==> config.mk <==
export PLATFORM = sky130hd
export DESIGN_NAME = imm_decode_ctrl
export DESIGN_NICKNAME = d
export VERILOG_FILES = /design/src/rtl/imm_decode_ctrl.sv
export SDC_FILE = /design/constraint.sdc
export NUM_CORES = 1
export LEC_CHECK = 0
export ABC_CLOCK_PERIOD_IN_PS = 3500
export BUFFER_PORTS_ARGS = -buffer_cell sky130_fd_sc_hd__buf_4
export CORE_UTILIZATION = 47
export DETAILED_ROUTE_END_ITERATION = 6
export PLACE_DENSITY_LB_ADDON = 0.05
export SYNTH_ARGS = -nofsm -noshare
export SYNTH_HDL_FRONTEND = slang
export SYNTH_SLANG_ARGS = --single-unit
==> constraint.sdc <==
create_clock -name clk -period 3.5 [get_ports clk]
set_clock_uncertainty 0.1 [all_clocks]
set_input_delay 0.35 -clock clk [delete_from_list [all_inputs] [get_ports clk]]
set_output_delay 0.35 -clock clk [all_outputs]
set_load 0.05 [all_outputs]
==> src/rtl/imm_decode_ctrl.sv <==
// imm_decode_ctrl
// Registered front end of the immediate datapath. It accepts 32-bit
// instructions over a valid/ready handshake and classifies each one as a
// load, store or branch. It produces the sign-extended immediate and the
// format select, and holds them in a one-entry output buffer. An
// unsupported opcode is captured and traps the block until trap_clr.
//
// Build option: define IMM_DECODE_CNT_EN to implement the saturating
// per-class accept counters. Without it, cnt_* are tied to zero.
//
// state | meaning
// IDLE  | buffer empty, ready for an instruction
// FULL  | buffer holds a decoded result (out_valid)
// TRAP  | unsupported opcode captured, waiting for trap_clr

module imm_decode_ctrl #(
    parameter int XLEN  = 64,
    parameter int CNT_W = 16
) (
    input  logic             clk,
    input  logic             rst_n,
    input  logic             instr_valid,
    output logic             instr_ready,
    input  logic [31:0]      instruction,
    output logic             out_valid,
    input  logic             out_ready,
    output logic [1:0]       imm_sel,
    output logic [XLEN-1:0]  imm_value,
    output logic             is_load,
    output logic             is_store,
    output logic             is_branch,
    output logic             trap,
    output logic [31:0]      trap_instr,
    input  logic             trap_clr,
    output logic [CNT_W-1:0] cnt_load,
    output logic [CNT_W-1:0] cnt_store,
    output logic [CNT_W-1:0] cnt_branch
);

    localparam logic [6:0] OP_LOAD   = 7'b0000011;
    localparam logic [6:0] OP_STORE  = 7'b0100011;
    localparam logic [6:0] OP_BRANCH = 7'b1100011;

    typedef enum logic [1:0] {
        IDLE = 2'd0,
        FULL = 2'd1,
        TRAP = 2'd2
    } state_t;

    state_t state;

    logic            dec_load;
    logic            dec_store;
    logic            dec_branch;
    logic            dec_legal;
    logic [1:0]      dec_sel;
    logic [11:0]     dec_imm12;
    logic [XLEN-1:0] dec_imm;
    logic            accept;

    // Opcode classification and immediate extraction for the incoming word.
    // The B-type immediate is the 12-bit half-offset; the branch adder does the shift.
    always_comb begin
        dec_load   = (instruction[6:0] == OP_LOAD);
        dec_store  = (instruction[6:0] == OP_STORE);
        dec_branch = (instruction[6:0] == OP_BRANCH);
        dec_legal  = dec_load | dec_store | dec_branch;
        dec_sel    = 2'b00;
        dec_imm12  = instruction[31:20];
        if (dec_store) begin
            dec_sel   = 2'b01;
            dec_imm12 = {instruction[31:25], instruction[11:7]};
        end else if (dec_branch) begin
            dec_sel   = 2'b10;
            dec_imm12 = {instruction[31], instruction[7], instruction[30:25], instruction[11:8]};
        end
    end

    assign dec_imm     = {{(XLEN-12){instruction[31]}}, dec_imm12};

    // Ready depends only on state and downstream drain, never on instr_valid.
    assign instr_ready = (state == IDLE) | ((state == FULL) & out_ready);
    assign accept      = instr_valid & instr_ready;
    assign out_valid   = (state == FULL);
    assign trap        = (state == TRAP);

    // Control FSM plus result buffer and trap capture.
    always_ff @(posedge clk) begin
        if (!rst_n) begin
            state      <= IDLE;
            imm_sel    <= 2'b00;
            imm_value  <= '0;
            is_load    <= 1'b0;
            is_store   <= 1'b0;
            is_branch  <= 1'b0;
            trap_instr <= '0;
        end else if (accept) begin
            if (dec_legal) begin
                state     <= FULL;
                imm_sel   <= dec_sel;
                imm_value <= dec_imm;
                is_load   <= dec_load;
                is_store  <= dec_store;
                is_branch <= dec_branch;
            end else begin
                state      <= TRAP;
                trap_instr <= instruction;
            end
        end else if ((state == FULL) && out_ready) begin
            state <= IDLE;
        end else if ((state == TRAP) && trap_clr) begin
            state <= IDLE;
        end
    end

`ifdef IMM_DECODE_CNT_EN
    // Saturating per-class counters of legally accepted instructions.
    always_ff @(posedge clk) begin
        if (!rst_n) begin
            cnt_load   <= '0;
            cnt_store  <= '0;
            cnt_branch <= '0;
        end else if (accept) begin
            if (dec_load && (cnt_load != '1))
                cnt_load <= cnt_load + CNT_W'(1);
            if (dec_store && (cnt_store != '1))
                cnt_store <= cnt_store + CNT_W'(1);
            if (dec_branch && (cnt_branch != '1))
                cnt_branch <= cnt_branch + CNT_W'(1);
        end
    end
`else
    assign cnt_load   = '0;
    assign cnt_store  = '0;
    assign cnt_branch = '0;
`endif

endmodule

# Word-level counts from Yosys, hierarchy flattened
# Index checks and enable logic that the tools add are counted.
[classes]
bitwise = 6
muxes = 8
eq_ne = 5
n_reduce_logical = 6
[ops]
columns = ["operator", "n"]
rows = [
  ["two-way mux 11 bit", 2],
  ["two-way mux 2 bit", 6],
  ["== test 7 x 2 -> 1 bit, second input constant", 1],
  ["== test 7 x 6 -> 1 bit, second input constant", 1],
  ["== test 7 bit, second input constant", 1],
  ["AND reduction 2 bit", 2],
  ["OR 1 bit", 3],
  ["nonzero test 3 bit", 1],
  ["bitwise AND 1 bit", 2],
  ["== test 2 x 1 -> 1 bit, second input constant", 1],
  ["== test 2 bit, second input constant", 1],
  ["logical AND 1 bit", 2],
  ["logical NOT 2 bit", 1],
  ["inverter 1 bit", 1],
]
[word_totals]
output_inout_bits = 152
ff_bits = 51
wordCells = 32

# Longest topological paths before layout
[depth]
depth_word = 5
mapped_depth = 7
ltp_nobuf = 4

# Least setup slack after synthesis
# Ideal clock, no wire load.
[synth_timing]
kind = "reg2out"
from = "register, netlist name imm_value[11]"
to = "output port imm_value[12]"
path_buffers = 1
required_time_ps = 3050
setup_slack_ps = 1215
t_arrival_ps = 1835
path_stages_with_launch = 2
cell_sequence = "dfxtp_1 buf_4"
[synth_lines]
columns = ["item", "line_no", "text"]
rows = [
  ["to (decl)", "28", "output logic [XLEN-1:0] imm_value,"],
]
# No word-level cell between the ends.

# Worst setup path after layout
[layout_timing]
from = "register state[1]"
to = "register is_branch"
[layout_between]
elab_chain_len = 5
[layout_lines]
columns = ["item", "line_no", "text"]
rows = [
  ["from (decl)", "50", "state_t state;"],
  ["from (signal assigned)", "90", "state <= IDLE;"],
  ["from (signal assigned)", "99", "state <= FULL;"],
  ["from (signal assigned)", "106", "state <= TRAP;"],
  ["== test 2 x 1 -> 1 bit", "82", "assign instr_ready = (state == IDLE) | ((state == FULL) & out_ready);"],
  ["bitwise AND 1 bit", "82", ""],
  ["OR 1 bit (*)", "82", ""],
  ["bitwise AND 1 bit (*)", "83", "assign accept = instr_valid & instr_ready;"],
  ["AND reduction 2 bit (no source line) (*)", "-", ""],
  ["to (signal assigned)", "104", "is_branch <= dec_branch;"],
  ["to (decl)", "31", "output logic is_branch,"],
]
# Mark *: on every way between the ends. The rest lies on a longest branch, timed or not.
# A chain may end at the register's enable or synchronous reset.

==> impl_metrics.env <==
export IMPL_max_freq_mhz=518.1
export IMPL_max_vdd_ir_drop_v=0.0002084
export IMPL_cts_tree="yes"
export IMPL_min_to="imm_value[11]$_SDFFE_PN0P_"
export IMPL_drt_wirelength_per_cell_um=14.07
export IMPL_layout_min_cycle_time_ns=1.930
export IMPL_h_tree_depth=2
export IMPL_fin_tns_setup_ns=0
export IMPL_finalHoldViolations=0
export IMPL_n_antenna_cell=0
export IMPL_grt_pass1_vias=2197
export IMPL_cts_root_buf="clkbuf_8"
export IMPL_cts_sinks=50
export IMPL_num_rows=29
export IMPL_critPathCaptureType="register"
export IMPL_num_vias=2444
export IMPL_post_dp_hpwl_mm=5.136
export IMPL_numCtsBuffers=5
export IMPL_yosysSeqAreaShare=0.3195
export IMPL_critPathLaunchType="register"
export IMPL_via_per_inst=4.859
export IMPL_drive_above_1_share=0.5399
export IMPL_finalCritPeriodShare=0.5515
export IMPL_leakage_nw=1.723
export IMPL_cts_resized=0
export IMPL_io_buffer_count=140
export IMPL_slew_violations=0
export IMPL_syn_inst=349
export IMPL_drc=0
export IMPL_clk_latency_ns=0.31
export IMPL_status="finished clean"
export IMPL_die_w_um=83.65
export IMPL_r2r_slack_ns=1.57
export IMPL_grt_pass1_wl_mm=10.82
export IMPL_slew_limit_headroom=0.4677
export IMPL_power_total_w=0.001443
export IMPL_n_fill_cell=591
export IMPL_clock_path_buffers=2
export IMPL_critical_path_class="register to register"
export IMPL_synth_cell_types=34
export IMPL_grt_max_degree=54
export IMPL_wl_met2_mm=3.560
export IMPL_rr_endpoint="is_branch$_SDFFE_PN0P_"
export IMPL_areaGrowthSynthToFinish_pct=18.53
export IMPL_grt_use_total=0.1927
export IMPL_ys_ff_latch=50
export IMPL_post_cts_buffers=0
export IMPL_syn_area_per_cell_um2=8.977
export IMPL_rsz0062_at_grt="false"
export IMPL_start_util=0.4906
export IMPL_wl_mm=7.075
export IMPL_io_pins=189
export IMPL_grt_overflow_total=0
export IMPL_finalSetupViolCount=0
export IMPL_dr_pass1_iters=5
export IMPL_worstRegToRegCells=5
export IMPL_ant_nets=0
export IMPL_seqCellArea_um2=1001
export IMPL_arrival_ns=2.09
export IMPL_nNetsFinal=462
export IMPL_timing_rr_start="state[1]$_SDFFE_PN0P_"
export IMPL_yosys_warnings=0
export IMPL_syn_area_um2=3133
export IMPL_m1WireLength_mm=2.909
export IMPL_tightest_slew_ns=0.7985
export IMPL_cts_hold_buf=0
export IMPL_core_area_um2=6386
export IMPL_die_area_um2=6996
export IMPL_final_cells=503
export IMPL_placed_cell_area_um2=3603
export IMPL_multi_input_area_um2=1384
export IMPL_hold_depth=3
export IMPL_antenna_found_initial=0
export IMPL_drv_cap=0
export IMPL_wl_met3_um=517
export IMPL_fin_hold_ws_ns=0.1953
export IMPL_dieHeight_um=83.65
export IMPL_required_ns=3.66
export IMPL_top_layer="met4"
export IMPL_hp_class="input pin to register"
export IMPL_crit_fanout=29
export IMPL_clk_pin_slew_ns=0.09
export IMPL_postLayoutCellArea_um2=3714
export IMPL_place_congestion=0.7855
export IMPL_power_density_nw_per_um2=388.6
export IMPL_place_inst=495
export IMPL_dr_first_iter_drc_count=98
export IMPL_timing_hold_worst_start="instruction[31]"
power by group:
part,switching [W],internal (W)
combinational,0.000315,0.000106
clock,0.000197,0.000213
sequential,0.0000185,0.000594
total,0.000530,0.000913
routing by layer:
metal | vias up | GRT usage
li1 | 1205 | -
met1 | 1118 | 0.2326
met2 | 114 | 0.3378
met3 | 7 | 0.04154
met4 | 0 | 0.06471
met5 | - | 0
synth_stat cells:
master    count  area (µm²)
o22ai_1       5       31.28
nor2b_1       5       31.28
nand4_1       1       6.260
and4bb_2      1       12.51
a31oi_1       4       25.02
conb_1        1       3.750
o221a_1       1       11.26
nand2_1      10       37.54
nand3_2       3       30.03
buf_1         3       11.26
nor3_1        1       5.000
nand3_1      32       160.2
buf_12        1       20.02
a21oi_1       9       45.04
mux2_2        5       56.30
o21ai_0       6       30.03
clkinv_1      1       3.750
a21oi_2      29       254.0
nor2_2        1       6.260
dfxtp_1      50        1001
and2_1        2       12.51
o221a_2       7       78.83
inv_1         6       22.52
o21ai_2      29       254.0
clkbuf_1      6       22.52
buf_4       103       773.2
nor2_1        4       15.01
nand2b_1      2       12.51
o21a_1        1       7.510
mux2i_1       5       50.05
buf_2         9       45.04
nor3b_1       2       15.01
and3_1        2       12.51
buf_8         2       30.03
placed cells by master, fill, tap and decap left out:
master | synthesis | final
a21oi_1 | 9 | 9
clkinvlp_4 | 0 | 1
and2_1 | 2 | 2
nand2_1 | 10 | 9
o21a_1 | 1 | 1
nor3b_1 | 2 | 2
dfxtp_1 | 50 | 50
clkbuf_1 | 6 | 1
a21oi_2 | 29 | 29
nor2b_1 | 5 | 5
inv_1 | 6 | 6
o221a_2 | 7 | 7
buf_4 | 103 | 146
nand4_1 | 1 | 1
nor3_1 | 1 | 1
nor2_1 | 4 | 4
and3_1 | 2 | 1
clkbuf_8 | 0 | 5
nand2_2 | 0 | 1
o21ai_0 | 6 | 6
and3_2 | 0 | 1
o221a_1 | 1 | 1
nor2_2 | 1 | 1
o22ai_1 | 5 | 5
mux2i_1 | 5 | 5
nand2b_1 | 2 | 2
clkinv_1 | 1 | 1
o21ai_2 | 29 | 29
mux2_2 | 5 | 5
nand3_2 | 3 | 3
a31oi_1 | 4 | 4
bufinv_16 | 0 | 1
and4bb_2 | 1 | 1
conb_1 | 1 | 48
nand3_1 | 32 | 32
registers in the layout (all words and copies together), names as in the netlist:
signal	count
imm_sel	2
is_branch	1
state	2
imm_value	12
is_load	1
trap_instr	32
per-stage QoR:
step           setup slack, ns  utilization
2_1_floorplan            1.215            -
3_3_place_gp             1.266       0.5643
3_5_place_dp             1.251       0.5643
4_1_cts                  1.547       0.5815
5_1_grt                  1.415       0.5815
6_report                 1.570       0.5815
worst max path at each step:
stage,startpoint,endpoint,slack [ns],cells past startpoint
detailed placement,instruction[3],trap_instr[28]$_SDFFE_PN0P_,1.25,6
finish,state[1]$_SDFFE_PN0P_,is_branch$_SDFFE_PN0P_,1.57,5
global placement,instruction[3],imm_value[11]$_SDFFE_PN0P_,1.27,6
floorplan,imm_value[11]$_SDFFE_PN0P_,imm_value[12],1.21,1
CTS,state[1]$_SDFFE_PN0P_,is_branch$_SDFFE_PN0P_,1.55,5
global route,state[1]$_SDFFE_PN0P_,is_branch$_SDFFE_PN0P_,1.41,5
logic make-up (layout without fill, tap and decap cells):
family          count (synthesis)  in the layout  share of synthesized area
simple gates                   66             66                     0.1138
mux                            10             10                    0.03395
other cells                     1             48                   0.001197
buf+inv                       131            161                     0.2963
compound gates                 91             91                     0.2352
flops                          50             50                     0.3195
area by class of cell:
| cell class | count | area share |
|---|---|---|
| well taps | 77 | 0.02594 |
| multi-input cells | 215 | 0.3726 |
| clock inverters | 2 | 0.01011 |
| flip-flops and latches | 50 | 0.2695 |
| inverters | 7 | 0.007075 |
| clock buffers | 6 | 0.01954 |
| repair buffers | 146 | 0.2951 |
critical path, cell delays in order (launching register included):
cell and delay (ns):
dfxtp_1 0.35, nor2b_1 0.17, and2_1 0.40, buf_4 0.40, and3_1 0.26, o221a_2 0.20
No activity file was read; power rests on OpenSTA's default activity.
